**src/rtl/shift_xfer_pkg.sv**
```systemverilog
// Shared types and helpers for the word-level shift transfer controller.
package shift_xfer_pkg;

  typedef enum logic [1:0] {
    StIdle  = 2'd0,
    StShift = 2'd1,
    StDone  = 2'd2
  } xfer_state_e;

  // Bits needed to count 0..w-1 shifts; never narrower than one bit.
  function automatic int unsigned cnt_width(input int unsigned w);
    return (w > 2) ? $clog2(w) : 1;
  endfunction

endpackage

```
**src/rtl/shift_xfer_ctrl_sreg.sv**
```systemverilog
// Loadable parallel/serial shift register with a debug-step clock enable.
module shiftReg #(
  parameter int unsigned DEBUG     = 1,
  parameter int unsigned REG_WIDTH = 8,
  parameter int unsigned MSB_IN    = 0
) (
  input  logic                 clk,
  input  logic                 rst,
  input  logic                 dbg_clk_enable,
  input  logic                 loadEn,
  input  logic                 shiftEn,
  input  logic                 serialIn,
  input  logic [REG_WIDTH-1:0] parallelIn,
  output logic                 serialOut,
  output logic [REG_WIDTH-1:0] parallelOut
);

  logic [REG_WIDTH-1:0] data_q, data_d;
  logic                 ce;

  assign ce = (DEBUG != 0) ? dbg_clk_enable : 1'b1;

  always_comb begin
    data_d = data_q;
    if (loadEn) begin
      data_d = parallelIn;
    end else if (shiftEn) begin
      data_d = (MSB_IN != 0) ? {serialIn, data_q[REG_WIDTH-1:1]}
                             : {data_q[REG_WIDTH-2:0], serialIn};
    end
  end

  always_ff @(posedge clk) begin
    if (rst) begin
      data_q <= '0;
    end else if (ce) begin
      data_q <= data_d;
    end
  end

  assign serialOut   = (MSB_IN != 0) ? data_q[0] : data_q[REG_WIDTH-1];
  assign parallelOut = data_q;

endmodule

```
**src/rtl/shift_xfer_ctrl.sv**
```systemverilog
// Sequences one shiftReg through load, REG_WIDTH serial exchanges and word hand-off.
module shift_xfer_ctrl
  import shift_xfer_pkg::*;
#(
  parameter int unsigned DEBUG     = 1,
  parameter int unsigned REG_WIDTH = 8,
  parameter int unsigned MSB_IN    = 0
) (
  input  logic                 clk,
  input  logic                 rst,
  input  logic                 in_valid,
  output logic                 in_ready,
  input  logic [REG_WIDTH-1:0] in_data,
  output logic                 ser_out,
  output logic                 ser_valid,
  input  logic                 ser_ready,
  input  logic                 ser_in,
  output logic                 out_valid,
  input  logic                 out_ready,
  output logic [REG_WIDTH-1:0] out_data,
  output logic                 busy,
  input  logic                 dbg_clk_enable
);

  localparam int unsigned CntW = cnt_width(REG_WIDTH);

  if (REG_WIDTH < 2) begin : gen_width_check
    $error("shift_xfer_ctrl: REG_WIDTH must be >= 2");
  end

  xfer_state_e     state_q, state_d;
  logic [CntW-1:0] cnt_q, cnt_d;
  logic            ce;
  logic            load_en;
  logic            shift_en;

  assign ce = (DEBUG != 0) ? dbg_clk_enable : 1'b1;

  always_comb begin
    state_d   = state_q;
    cnt_d     = cnt_q;
    in_ready  = 1'b0;
    ser_valid = 1'b0;
    out_valid = 1'b0;
    load_en   = 1'b0;
    shift_en  = 1'b0;
    unique case (state_q)
      StIdle: begin
        in_ready = ~rst;
        if (in_valid && ~rst && ce) begin
          load_en = 1'b1;
          cnt_d   = '0;
          state_d = StShift;
        end
      end
      StShift: begin
        ser_valid = 1'b1;
        if (ser_ready && ce) begin
          shift_en = 1'b1;
          // Last bit: park the counter at zero so it never leaves 0..REG_WIDTH-1.
          if (cnt_q == CntW'(REG_WIDTH - 1)) begin
            cnt_d   = '0;
            state_d = StDone;
          end else begin
            cnt_d = cnt_q + CntW'(1);
          end
        end
      end
      StDone: begin
        out_valid = 1'b1;
        if (out_ready && ce) begin
          state_d = StIdle;
        end
      end
      default: state_d = StIdle;
    endcase
  end

  always_ff @(posedge clk) begin
    if (rst) begin
      state_q <= StIdle;
      cnt_q   <= '0;
    end else if (ce) begin
      state_q <= state_d;
      cnt_q   <= cnt_d;
    end
  end

  assign busy = (state_q != StIdle);

  shiftReg #(
    .DEBUG    (DEBUG),
    .REG_WIDTH(REG_WIDTH),
    .MSB_IN   (MSB_IN)
  ) u_sreg (
    .clk           (clk),
    .rst           (rst),
    .dbg_clk_enable(ce),
    .loadEn        (load_en),
    .shiftEn       (shift_en),
    .serialIn      (ser_in),
    .parallelIn    (in_data),
    .serialOut     (ser_out),
    .parallelOut   (out_data)
  );

endmodule

```
**config.mk**
```make
export PLATFORM = sky130hd
export DESIGN_NAME = shift_xfer_ctrl
export DESIGN_NICKNAME = d
export VERILOG_FILES = /design/src/rtl/shift_xfer_pkg.sv /design/src/rtl/shift_xfer_ctrl_sreg.sv /design/src/rtl/shift_xfer_ctrl.sv
export SDC_FILE = /design/constraint.sdc
export NUM_CORES = 1
export LEC_CHECK = 0
export CAP_MARGIN = 20
export CORE_AREA = 2 2 54 56
export DETAILED_ROUTE_END_ITERATION = 12
export DIE_AREA = 0 0 56 58
export PLACE_DENSITY = 0.67
export SLEW_MARGIN = 30
export SYNTH_ARGS = -nofsm -noshare
export SYNTH_HDL_FRONTEND = slang
export SYNTH_HIERARCHICAL = 1
export SYNTH_SLANG_ARGS = --single-unit
```
**constraint.sdc**
```tcl
create_clock -name clk -period 2.3 [get_ports clk]
set_clock_uncertainty 0.05 [all_clocks]
set_input_delay 0.46 -clock clk [delete_from_list [all_inputs] [get_ports clk]]
set_output_delay 0.46 -clock clk [all_outputs]
set_load 0.02 [all_outputs]
```
# Word-level counts from Yosys, hierarchy flattened
# Index checks and enable logic that the tools add are counted.
# Widths: inputs -> output; s select.
totals:
  register_bits: 13
  in_bits: 15
  out_inout_bits: 13
  wordCells: 41
classes:
  add_sub_neg: 1
  eq_ne: 7
  mux: 18
  bitwise: 1
  n_reduce_logical: 11
ops:
  columns: ["op", "count"]
  rows:
  - ["$mux 8", 2]
  - ["$mux 3", 3]
  - ["$mux 2", 4]
  - ["$ne 2x2->1 const B", 4]
  - ["$mux 1", 7]
  - ["$pmux 2 s3", 1]
  - ["$pmux 3 s2", 1]
  - ["$reduce_bool 2->1", 3]
  - ["$reduce_and 5->1", 1]
  - ["$logic_and 1x1->1", 4]
  - ["$reduce_and 4->1", 1]
  - ["$add 3x1->3 const B", 1]
  - ["$eq 3x3->1 const B", 1]
  - ["$eq 2x1->1 const B", 1]
  - ["$eq 2x2->1 const B", 1]
  - ["$logic_not 2->1", 1]
  - ["$reduce_and 2->1", 1]
  - ["$not 1->1", 1]

# Longest topological paths before layout
# Gate-level depths: netlist (run 1).
depth:
  ltp_word: 7
  depth_mapped: 9
  ltp_nobuf: 6

# Modules after synthesis
# Netlist (run 1), hierarchy kept.
by_module_without_submodules:
  columns: ["mod", "instances", "cells_each", "area_each_um2", "seq_area_each_um2"]
  rows:
  - ["shiftReg", 1, 37, 442.9, 160.2]
  - ["shift_xfer_ctrl", 1, 36, 334.1, 100.1]

# Worst setup path before layout (run 1)
# No wires, ideal clock.
synth_timing:
  path_kind: "register to register"
  start: "reg state_q[0]"
  end: "reg u_sreg.data_q[2], in the netlist u_sreg/parallelOut[2]"
  setup_time_ns: 0.080
  arrival_time_ns: 1.977
  required_ns: 2.170
  path_slack_ns: 0.193
  stages_incl_launch_ff: 10
  path_buffers: 3
  period_less_slack_ns: 2.107
  path_cell_list: "dfxtp_1 -> buf_6 -> or2_2 -> nor2_1 -> and3_1 -> buf_6 -> o21a_4 -> buf_12 -> nor2_4 -> a211oi_2"
synth_via:
  elab_chain_cells: 4
  word_cells_on_any_way: 7
  cone_classes: "eq/ne (1); mux (3); reduce/logical (3)"
synth_rtl:
  columns: ["element", "line", "rtl"]
  rows:
  - ["start, declared", "shift_xfer_ctrl.sv:31", "xfer_state_e state_q, state_d;"]
  - ["start signal, assigned", "shift_xfer_ctrl.sv:81", "state_q <= StIdle;"]
  - ["start signal, assigned", "shift_xfer_ctrl.sv:84", "state_q <= state_d;"]
  - ["$logic_not 2->1 *", "shift_xfer_ctrl.sv:47", "unique case (state_q)"]
  - ["$mux 1 *", "shift_xfer_ctrl.sv:47", null]
  - ["via load_en", "shift_xfer_ctrl.sv:34", "logic load_en;"]
  - ["$reduce_bool 2->1 (no source line)", null, null]
  - ["$reduce_and 2->1 (no source line)", null, null]
  - ["end signal, assigned", "shift_xfer_ctrl_sreg.sv:37", "data_q <= data_d;"]
  - ["end, declared", "shift_xfer_ctrl_sreg.sv:18", "logic [REG_WIDTH-1:0] data_q, data_d;"]
# The timed path passes the listed nets; every way through them passes the cells marked *.
# A chain may end at the register's enable or synchronous reset.

# Final worst setup path (run 1)
layout_timing:
  start: "reg state_q[0]"
  end: "out ser_valid"
layout_via:
  elab_chain_cells: 2
layout_rtl:
  columns: ["element", "line", "rtl"]
  rows:
  - ["$eq 2x1->1", "shift_xfer_ctrl.sv:47", null]
  - ["$mux 1", "shift_xfer_ctrl.sv:47", null]
  - ["end, declared", "shift_xfer_ctrl.sv:15", "output logic ser_valid,"]
# Every way passes these cells.

==> impl_metrics.csv, run 1 <==
group,metric,value,unit
synth,ys_seq_area_frac,0.335,
synth,yosysUniqueCellTypes,31,
global_route,overflow,0,
routing,final_antenna_net_count,0,
min_path,hold_start,"cnt_q[2]$_SDFFE_PP0P_",
synth,proportion_of_register_bits_with_asynchronous_set_or_reset_after_synthesis,0,
min_path,whs_endpoint,"cnt_q[2]$_SDFFE_PP0P_",
run_status,status,"complete, no violations",
synth,synthTopCellsByArea,"dfxtp_1 33%, a211oi_2 13%, mux2i_1 13%",
global_route,grt_start_max_net_pins,17,
setup_path,reg2reg_from,"state_q[0]$_SDFFE_PP0P_",
synth,synthesis.instances,73,
clocking,clock_latency,0.27,ns
clocking,tritoncts,"yes",
pwr,ir_drop,201,µV
job,maxCapViolCount,0,
routing,routedWlPerCell,12.3,µm
routing,drt_wl_total,1630,µm
setup_path,crit_type,"reg -> out",
sta,timing.max_slew.rel_slack,0.780,
synth,synthesis.yosys.warnings,6,
clocking,cts_num_sinks,13,
synth,synthDominantAreaCellType,"dfxtp_1",
synth,syn_avg_cell_area,10.6,µm²
routing,detailedRoute.firstPassIterationCount,4,
finish,stdcell_area,1080,µm²
sta,unrepaired_setup_endpoints_after_global_routing,"false",
global_route,first_global_vias,621,
place,place.port_buffers,27,
floorplanning,initial_core_utilization,0.292,
setup_path,r2r_end,"u_sreg/parallelOut[4]$_SDFFE_PP0P_",
synth,postSynthRegisterBits,13,
sta,finalHoldViolations,0,
pwr,power_density,465,nW/µm²
floorplanning,floorplan.core_area,2660,µm²
global_route,track_usage,0.110,
clocking,clkSlewWorstSetupHoldPaths,0.08,ns
place,place_area,1050,µm²
min_path,hold-path-cell-count,2,
floorplanning,rows,19,
sta,finalCriticalPeriod,2.12,ns
place,post-place-ws,0.157,ns
finish,drive_gt1_frac,0.208,
setup_path,worst_setup_end_kind,"output pin",
setup_path,ff2ff_path_depth,6,
routing,drt_iter0_drc,1,
finish,finish.net_count,119,
setup_path,largest_fanout_of_any_net_on_the_critical_path,11,
sta,fin_crit_sh,0.924,
min_path,min-delay-path-class,"reg -> reg",
global_route,antenna_found_initial,0,
setup_path,required,1.79,ns
finish,area_delta_synth_final,38.5,%
sta,fmax,471,MHz
synth,synth_enable_flop_cells,0,
place,gp_congestion,0.770,
clocking,cts.htree.levels,1,
setup_path,critPathLaunchType,"flip-flop",
floorplanning,dieWidth,56,µm
routing,drc,0,
clocking,clk_root_buffer_cell,"clkbuf_4",
synth,yosysTopAreaCellShare,0.335,
place,dp_hpwl,1180,µm
pwr,static-leakage-power,0.000370,µW
finish,antenna_cells_inserted,0,
sta,fin_setup_tns,0,ns
clocking,cts_made_buffers,3,
sta,layout_setup_ws,0.175,ns
floorplanning,floorplan.die_area,3250,µm²
routing,post_drt_via_cell_ratio,4.76,
floorplanning,num_io_pins,28,
sta,hold_slack,0.439,ns
sta,final_max_slew_viol_count,0,
routing,vias,628,
synth,synth_most_common_cell,"dfxtp_1",
global_route,first_pass_grt_wire_length,2760,µm
synth,synthesis.nets,90,
clocking,clockBufferDepth,2,
floorplanning,chipHeight,58,µm
sta,worst_slew_pin_slew,0.329,ns
synth,dominantRegCellSynth,"dfxtp_1",
synth,mappedNetlistArea,777,µm²
synth,synthTopCellsByCount,"13 x dfxtp_1, 10 x mux2i_1, 8 x a211oi_2, 8 x nor2_1, 3 x nand2b_1",
setup_path,arrival,1.61,ns
sta,finalSetupViolations,0,
setup_path,reg2reg_setup_slack,0.52,ns
==> flip-flops by register name (all words and copies together), names as in the netlist <==
signal and cells:
state_q 2, u_sreg/parallelOut 8, cnt_q 3
==> cells in the final DEF (no fill, tap or decap), types with 3 or more instances in the layout <==
cell             count
nand2b_1             3
clkdlybuf4s50_1     26
dfxtp_1             13
a211oi_2             8
nor2_1               8
clkbuf_4             3
mux2i_1             10
==> layout make-up <==
type,instances,area (µm²)
well taps,31,38.8
flip-flops and latches,13,260
clock buffers,4,26.3
multi-input cells,55,463
repair buffers,29,288
fillers,277,1590
==> worst max-delay path: stages (launching register included) <==
cell and delay (ns):
dfxtp_1 0.52, nor2b_2 0.21, clkdlybuf4s50_1 0.60
==> per-layer routing <==
metal  track usage  share of wire
met1         0.135           0.48
met2         0.178           0.47
met5             0              0
met3        0.0179          0.041
met4        0.0714          0.017
==> worst max path at each step <==
stage	startpoint	endpoint	slack, ns
2_1_floorplan	state_q[0]$_SDFFE_PP0P_	u_sreg/parallelOut[2]$_SDFFE_PP0P_	0.19
3_3_place_gp	rst	in_ready	0.16
3_5_place_dp	rst	in_ready	0.16
4_1_cts	state_q[0]$_SDFFE_PP0P_	in_ready	0.04
5_1_grt	state_q[0]$_SDFFE_PP0P_	ser_valid	0.11
6_report	state_q[0]$_SDFFE_PP0P_	ser_valid	0.18
==> through the flow <==
stage	util	total power [µW]	std cells
6_report	0.404	500	132
5_1_grt	0.404	530	132
4_1_cts	0.403	509	132
3_5_place_dp	0.393	364	128
3_3_place_gp	0.393	362	128
2_1_floorplan	-	314	73
==> cell families after synthesis <==
family | synth area share
AND/OR/NAND/NOR | 0.225
buffers and inverters | 0.0692
adder cells (fa/ha/maj) | 0.0322
AO/OA/AOI/OAI | 0.209
flip-flops | 0.335
multiplexers | 0.129
==> where the power goes <==
part / switching [µW] / leakage (µW) / internal [µW]
Sequential: 9.03 / 0.000106 / 233
Combinational: 52.5 / 0.000249 / 63.5
Clock: 75.1 / 0.0000150 / 67.1
==> what timing repair did <==
action                                  4_1_cts  5_1_grt
resized for setup                             0        1
endpoints found under the setup margin        0        1
hold buffers                                  0        0
setup buffers                                 0        0
(Power assumes the default switching activity.)
==> inputs of run 2 (changes only) <==
--- a/config.mk
+++ b/config.mk
@@ -6,12 +6,12 @@
 export NUM_CORES = 1
 export LEC_CHECK = 0
 export CAP_MARGIN = 20
-export CORE_AREA = 2 2 54 56
+export CORE_AREA = 2 2 53 55
 export DETAILED_ROUTE_END_ITERATION = 12
-export DIE_AREA = 0 0 56 58
-export PLACE_DENSITY = 0.67
+export DIE_AREA = 0 0 55 57
+export DONT_BUFFER_PORTS = 1
+export PLACE_DENSITY = 0.42
 export SLEW_MARGIN = 30
 export SYNTH_ARGS = -nofsm -noshare
 export SYNTH_HDL_FRONTEND = slang
-export SYNTH_HIERARCHICAL = 1
 export SYNTH_SLANG_ARGS = --single-unit
==> run 2 against run 1 <==
  * Critical path type unchanged
  * Via count fell by 10%
  * Worst hold slack lost 0.24 ns
  * Total power down 7.4%
  * Die area fell by 3.5%
  * Largest cell class unchanged
  * Synthesized area is 6.4% lower
  * Maximum frequency up 8.6%
  * Combinational power shrank 48%
  * Design area decreased by 27%
  * Sequential share of layout area grew 8.9 points
  * Cell count down 14%
  * Synthesized cell count grew 9.6%
  * Non-clock buffer count shrank 27
==> impl_metrics.csv, run 2 <==
group,metric,value,unit
routing,routedWlPerCell,13.5,µm
floorplanning,rows,19,
setup_path,worst_setup_end_kind,"output pin",
synth,synth-compound-area-share,0.239,
sta,final_max_slew_viol_count,0,
place,place.port_buffers,0,
synth,postSynthRegisterBits,13,
routing,drc,0,
sta,fin_setup_tns,0,ns
sta,finalHoldViolations,0,
synth,synthesis.instances,80,
synth,synth_fa_ha_area_frac,0.0344,
synth,mappedNetlistArea,727,µm²
setup_path,arrival,1.45,ns
synth,synthesis.nets,97,
sta,fmax,511,MHz
place,dp_hpwl,1120,µm
global_route,first_pass_grt_wire_length,2320,µm
global_route,track_usage,0.105,
synth,synthesis.yosys.warnings,0,
finish,multiInputGateArea,405,µm²
sta,timing.max_slew.rel_slack,0.721,
sta,fin_crit_sh,0.851,
clocking,clkSlewWorstSetupHoldPaths,0.08,ns
clocking,cts.htree.levels,1,
routing,drt_wl_total,1520,µm
floorplanning,initial_core_utilization,0.278,
clocking,clock_latency,0.27,ns
finish,area_delta_synth_final,8.26,%
clocking,clk_root_buffer_cell,"clkbuf_4",
synth,yosysUniqueCellTypes,25,
synth,post_synth_mux_area_share,0.0413,
floorplanning,chipHeight,57,µm
pwr,static-leakage-power,0.000282,µW
global_route,first_global_vias,536,
run_status,status,"complete, no violations",
clocking,postCtsSetupRepairBufs,0,
sta,finalCriticalPeriod,1.96,ns
finish,most_common_library_cell_in_the_layout_ignoring_fill_and_taps,"dfxtp_1",
finish,antenna_cells_inserted,0,
finish,layout.cells.most_common_list,"13 x dfxtp_1, 11 x inv_1, 9 x nor2_1, 8 x nor3_1, 8 x a2111oi_2",
routing,detailedRoute.firstPassIterationCount,3,
setup_path,required,1.79,ns
place,inst_count_dp,109,
finish,area_occupied_by_registers,260,µm²
synth,proportion_of_register_bits_with_asynchronous_set_or_reset_after_synthesis,0,
clocking,post_cts.resized_instances,0,
setup_path,critPathLaunchType,"flip-flop",
routing,final_antenna_net_count,0,
clocking,tritoncts,"yes",
finish,largest_reg_flops,8,
place,gp_congestion,0.688,
global_route,antenna_found_initial,0,
synth,yosysTopAreaCellShare,0.358,
synth,synthTopCellsByArea,"dfxtp_1 36%, a2111oi_2 17%, inv_1 5.7%",
sta,unrepaired_setup_endpoints_after_global_routing,"false",
finish,finish.cell_count_without_fillers,113,
synth,dominantRegCellSynth,"dfxtp_1",
routing,post_drt_via_cell_ratio,4.99,
min_path,min-delay-path-class,"in -> reg",
synth,synth_most_common_cell,"dfxtp_1",
floorplanning,floorplan.die_area,3140,µm²
floorplanning,dieWidth,55,µm
setup_path,largest_fanout_of_any_net_on_the_critical_path,11,
floorplanning,num_io_pins,28,
synth,synthSimpleGateAreaFrac,0.243,
finish,drive_gt1_frac,0.220,
floorplanning,floorplan.core_area,2620,µm²
place,post-place-ws,0.528,ns
sta,layout_setup_ws,0.344,ns
finish,nFillCells,288,
clocking,clockBufferDepth,2,
synth,syn_avg_cell_area,9.09,µm²
clocking,ctsHoldBuffers,0,
sta,finalSetupViolations,0,
synth,dominant_combinational_cell_family_by_area_after_synthesis,"simple AND/OR/NAND/NOR gates",
synth,synthXorXnorAreaFrac,0,
global_route,grt_start_max_net_pins,19,
synth,synthTopCellsByCount,"13 x dfxtp_1, 11 x inv_1, 9 x nor2_1, 8 x a2111oi_2, 8 x nor3_1",
sta,worst_slew_pin_slew,0.418,ns
pwr,ir_drop,260,µV
setup_path,crit_type,"reg -> out",
routing,drt_iter0_drc,14,
synth,synthDominantAreaCellType,"dfxtp_1",
sta,hold_slack,0.200,ns
global_route,overflow,0,
clocking,cts_made_buffers,3,
routing,vias,564,
synth,ys_seq_area_frac,0.358,
clocking,cts_num_sinks,13,
synth,synth_enable_flop_cells,0,
pwr,power_density,588,nW/µm²
job,maxCapViolCount,0,
finish,finish.net_count,100,
-- run 2: worst paths after layout --
kind | startpoint | endpoint | slack (ns) | depth (start not counted)
max | state_q[0]$_SDFFE_PP0P_ | in_ready | 0.34 | 2
max reg2reg | state_q[0]$_SDFFE_PP0P_ | u_sreg.parallelOut[4]$_SDFFE_PP0P_ | 0.53 | 3
min reg2reg | cnt_q[1]$_SDFFE_PP0P_ | cnt_q[1]$_SDFFE_PP0P_ | 0.43 | 2
min | rst | u_sreg.parallelOut[5]$_SDFFE_PP0P_ | 0.20 | 1
-- run 2: area by class of cell --
cell class                      instances  share of cell area
Sequential cell                        13               0.331
Timing Repair Buffer                    2              0.0191
Multi-Input combinational cell         52               0.515
Tap cell                               31              0.0493
Inverter                               11              0.0525
Clock buffer                            4              0.0334
-- run 2: cells by family after synthesis --
kind of cell	count (synthesis)
compound gates	15
fa+ha+maj	2
buf+inv	15
flops	13
mux	3
simple gates	32
-- run 2: where the power goes --
group / switching (µW) / internal, µW / total, µW / leakage [µW]
combinational: 32.2 / 28.4 / 60.6 / 0.000161
clock: 73.7 / 67.1 / 141 / 0.0000150
sequential: 25.3 / 236 / 262 / 0.000106
total: 131 / 332 / 463 / 0.000282
-- run 2: layer usage --
layer | GRT usage | share of wire | wire, µm
met5 | 0 | 0 | 0
met4 | 0.0627 | 0.011 | 17
met3 | 0.0340 | 0.081 | 123
met2 | 0.138 | 0.43 | 661
met1 | 0.147 | 0.47 | 717
-- run 2: worst max-delay path: stages (launching register included) --
cell,delay (ns)
dfxtp_1,0.40
or3_1,0.55
inv_1,0.22
-- run 2: per-stage QoR --
| step | cell area, µm² | utilization | power (µW) |
|---|---|---|---|
| after floorplan | 727 | - | 322 |
| after detailed placement | 761 | 0.291 | 329 |
| final | 787 | 0.301 | 463 |
| after global placement | 761 | 0.291 | 329 |
| after CTS | 787 | 0.301 | 474 |
| after global routing | 787 | 0.301 | 490 |
==> inputs of run 3 (changes only) <==
--- a/config.mk
+++ b/config.mk
@@ -6,9 +6,9 @@
 export NUM_CORES = 1
 export LEC_CHECK = 0
 export CAP_MARGIN = 20
-export CORE_AREA = 2 2 53 55
+export CORE_AREA = 2 2 62 47
 export DETAILED_ROUTE_END_ITERATION = 12
-export DIE_AREA = 0 0 55 57
+export DIE_AREA = 0 0 64 49
 export DONT_BUFFER_PORTS = 1
 export PLACE_DENSITY = 0.42
 export SLEW_MARGIN = 30
==> run 3 against run 2 <==
  * Design area up 0.79%
  * Largest power group unchanged
  * Sequential share of layout area down 0.26 points
  * Setup slack worse by 0.0085 ns
  * Sequential power about the same
  * Maximum frequency down 0.43%
  * Via count down 0.35%
  * Highest routed layer unchanged
  * Global-route usage up 0.53 points
==> impl_metrics.csv, run 3 (synthesis gave the netlist of run 2 again) <==
group,metric,value,unit
run_status,status,"complete, no violations",
setup_path,critical_path.max_stage_delay,0.56,ns
global_route,overflow,0,
finish,layout.cells.most_common_list,"13 x dfxtp_1, 11 x inv_1, 9 x nor2_1, 8 x nor3_1, 8 x a2111oi_2",
floorplanning,floorplan.die_area,3140,µm²
global_route,first_pass_grt_wire_length,2550,µm
sta,finalHoldViolations,0,
finish,antenna_cells_inserted,0,
global_route,first_global_vias,502,
finish,nFillCells,283,
place,gp_congestion,0.651,
clocking,clk_root_buffer_cell,"clkbuf_4",
routing,post_drt_via_cell_ratio,4.76,
routing,drc,0,
setup_path,required,1.79,ns
setup_path,crit_type,"reg -> out",
job,maxCapViolCount,0,
setup_path,worst_setup_end_kind,"output pin",
floorplanning,chipHeight,49,µm
finish,drive_gt1_frac,0.220,
clocking,ctsHoldBuffers,0,
setup_path,critPathLaunchType,"flip-flop",
floorplanning,dieWidth,64,µm
sta,fmax,509,MHz
setup_path,critical_path.n_buffers_inverters,1,
finish,most_common_library_cell_in_the_layout_ignoring_fill_and_taps,"dfxtp_1",
clocking,cts.htree.levels,1,
routing,final_antenna_net_count,0,
setup_path,arrival,1.45,ns
sta,final_max_slew_viol_count,0,
setup_path,largest_fanout_of_any_net_on_the_critical_path,11,
sta,finalCriticalPeriod,1.96,ns
floorplanning,initial_core_utilization,0.281,
finish,largest_reg_flops,8,
sta,finalSetupViolations,0,
routing,vias,562,
routing,drt_wl_total,1580,µm
setup_path,critical_path.cell_chain,"or3_1 -> inv_1",
sta,fin_crit_sh,0.854,
floorplanning,rows,16,
sta,worst_slew_pin_slew,0.411,ns
clocking,clkSlewWorstSetupHoldPaths,0.08,ns
sta,timing.max_slew.rel_slack,0.726,
pwr,static-leakage-power,0.000282,µW
global_route,grt_start_max_net_pins,19,
clocking,cts_num_sinks,13,
setup_path,largest_delay_contributor_family_on_the_critical_path,"simple AND/OR/NAND/NOR gates",
floorplanning,num_io_pins,28,
clocking,clockBufferDepth,2,
routing,drt_iter0_drc,21,
setup_path,critical_path.slowest_cell,"or3_1",
clocking,postCtsSetupRepairBufs,0,
floorplanning,floorplan.core_area,2580,µm²
finish,multiInputGateArea,405,µm²
clocking,tritoncts,"yes",
pwr,ir_drop,225,µV
place,dp_hpwl,1160,µm
global_route,antenna_found_initial,0,
clocking,post_cts.resized_instances,0,
pwr,power_density,583,nW/µm²
finish,finish.utilization,0.307,
sta,unrepaired_setup_endpoints_after_global_routing,"false",
sta,fin_setup_tns,0,ns
clocking,cts_made_buffers,3,
routing,detailedRoute.firstPassIterationCount,4,
finish,finish.net_count,100,
clocking,clock_latency,0.27,ns
routing,routedWlPerCell,13.4,µm
min_path,min-delay-path-class,"in -> reg",
finish,area_delta_synth_final,9.12,%
global_route,track_usage,0.110,
place,place.port_buffers,0,
finish,area_occupied_by_registers,260,µm²
run 3: cell counts in the layout (fill, tap and decap cells not counted):
Identical to the previous run, type by type.
run 3: cell type report:
type / count / share of cell area
clock buffers: 4 / 0.0331
inverters: 11 / 0.0521
multi-input cells: 52 / 0.511
flip-flops and latches: 13 / 0.328
well taps: 36 / 0.0568
repair buffers: 2 / 0.0189
run 3: worst paths after layout:
kind	to	slack, ns	cells past startpoint	start
max	in_ready	0.34	2	state_q[0]$_SDFFE_PP0P_
min	u_sreg.parallelOut[6]$_SDFFE_PP0P_	0.19	1	rst
max reg2reg	u_sreg.parallelOut[1]$_SDFFE_PP0P_	0.53	3	state_q[0]$_SDFFE_PP0P_
min reg2reg	cnt_q[2]$_SDFFE_PP0P_	0.44	2	cnt_q[2]$_SDFFE_PP0P_
run 3: power breakdown:
part           internal, µW  leakage [µW]  switching (µW)
sequential              236      0.000106            25.4
clock                  67.2     0.0000150            73.1
combinational          28.4      0.000161            32.3
total                   332      0.000282             131
run 3: through the flow:
stage               setup WS [ns]  area (µm²)  hold slack [ns]  total power, µW  instances
CTS                         0.305         793            0.175              477        118
global route                0.219         793            0.172              492        118
floorplan                   0.594         727            0.402              322         80
detailed placement          0.530         767            0.432              329        114
finish                      0.335         793            0.194              463        118
global placement            0.501         767            0.426              329        114
run 3: layer usage:
| metal | up-vias | track usage | routed length, µm |
|---|---|---|---|
| met5 | - | 0 | 0 |
| met4 | 0 | 0.0435 | 13 |
| met3 | 2 | 0.0831 | 176 |
| met2 | 14 | 0.149 | 681 |
| met1 | 261 | 0.130 | 712 |
| li1 | 285 | - | - |
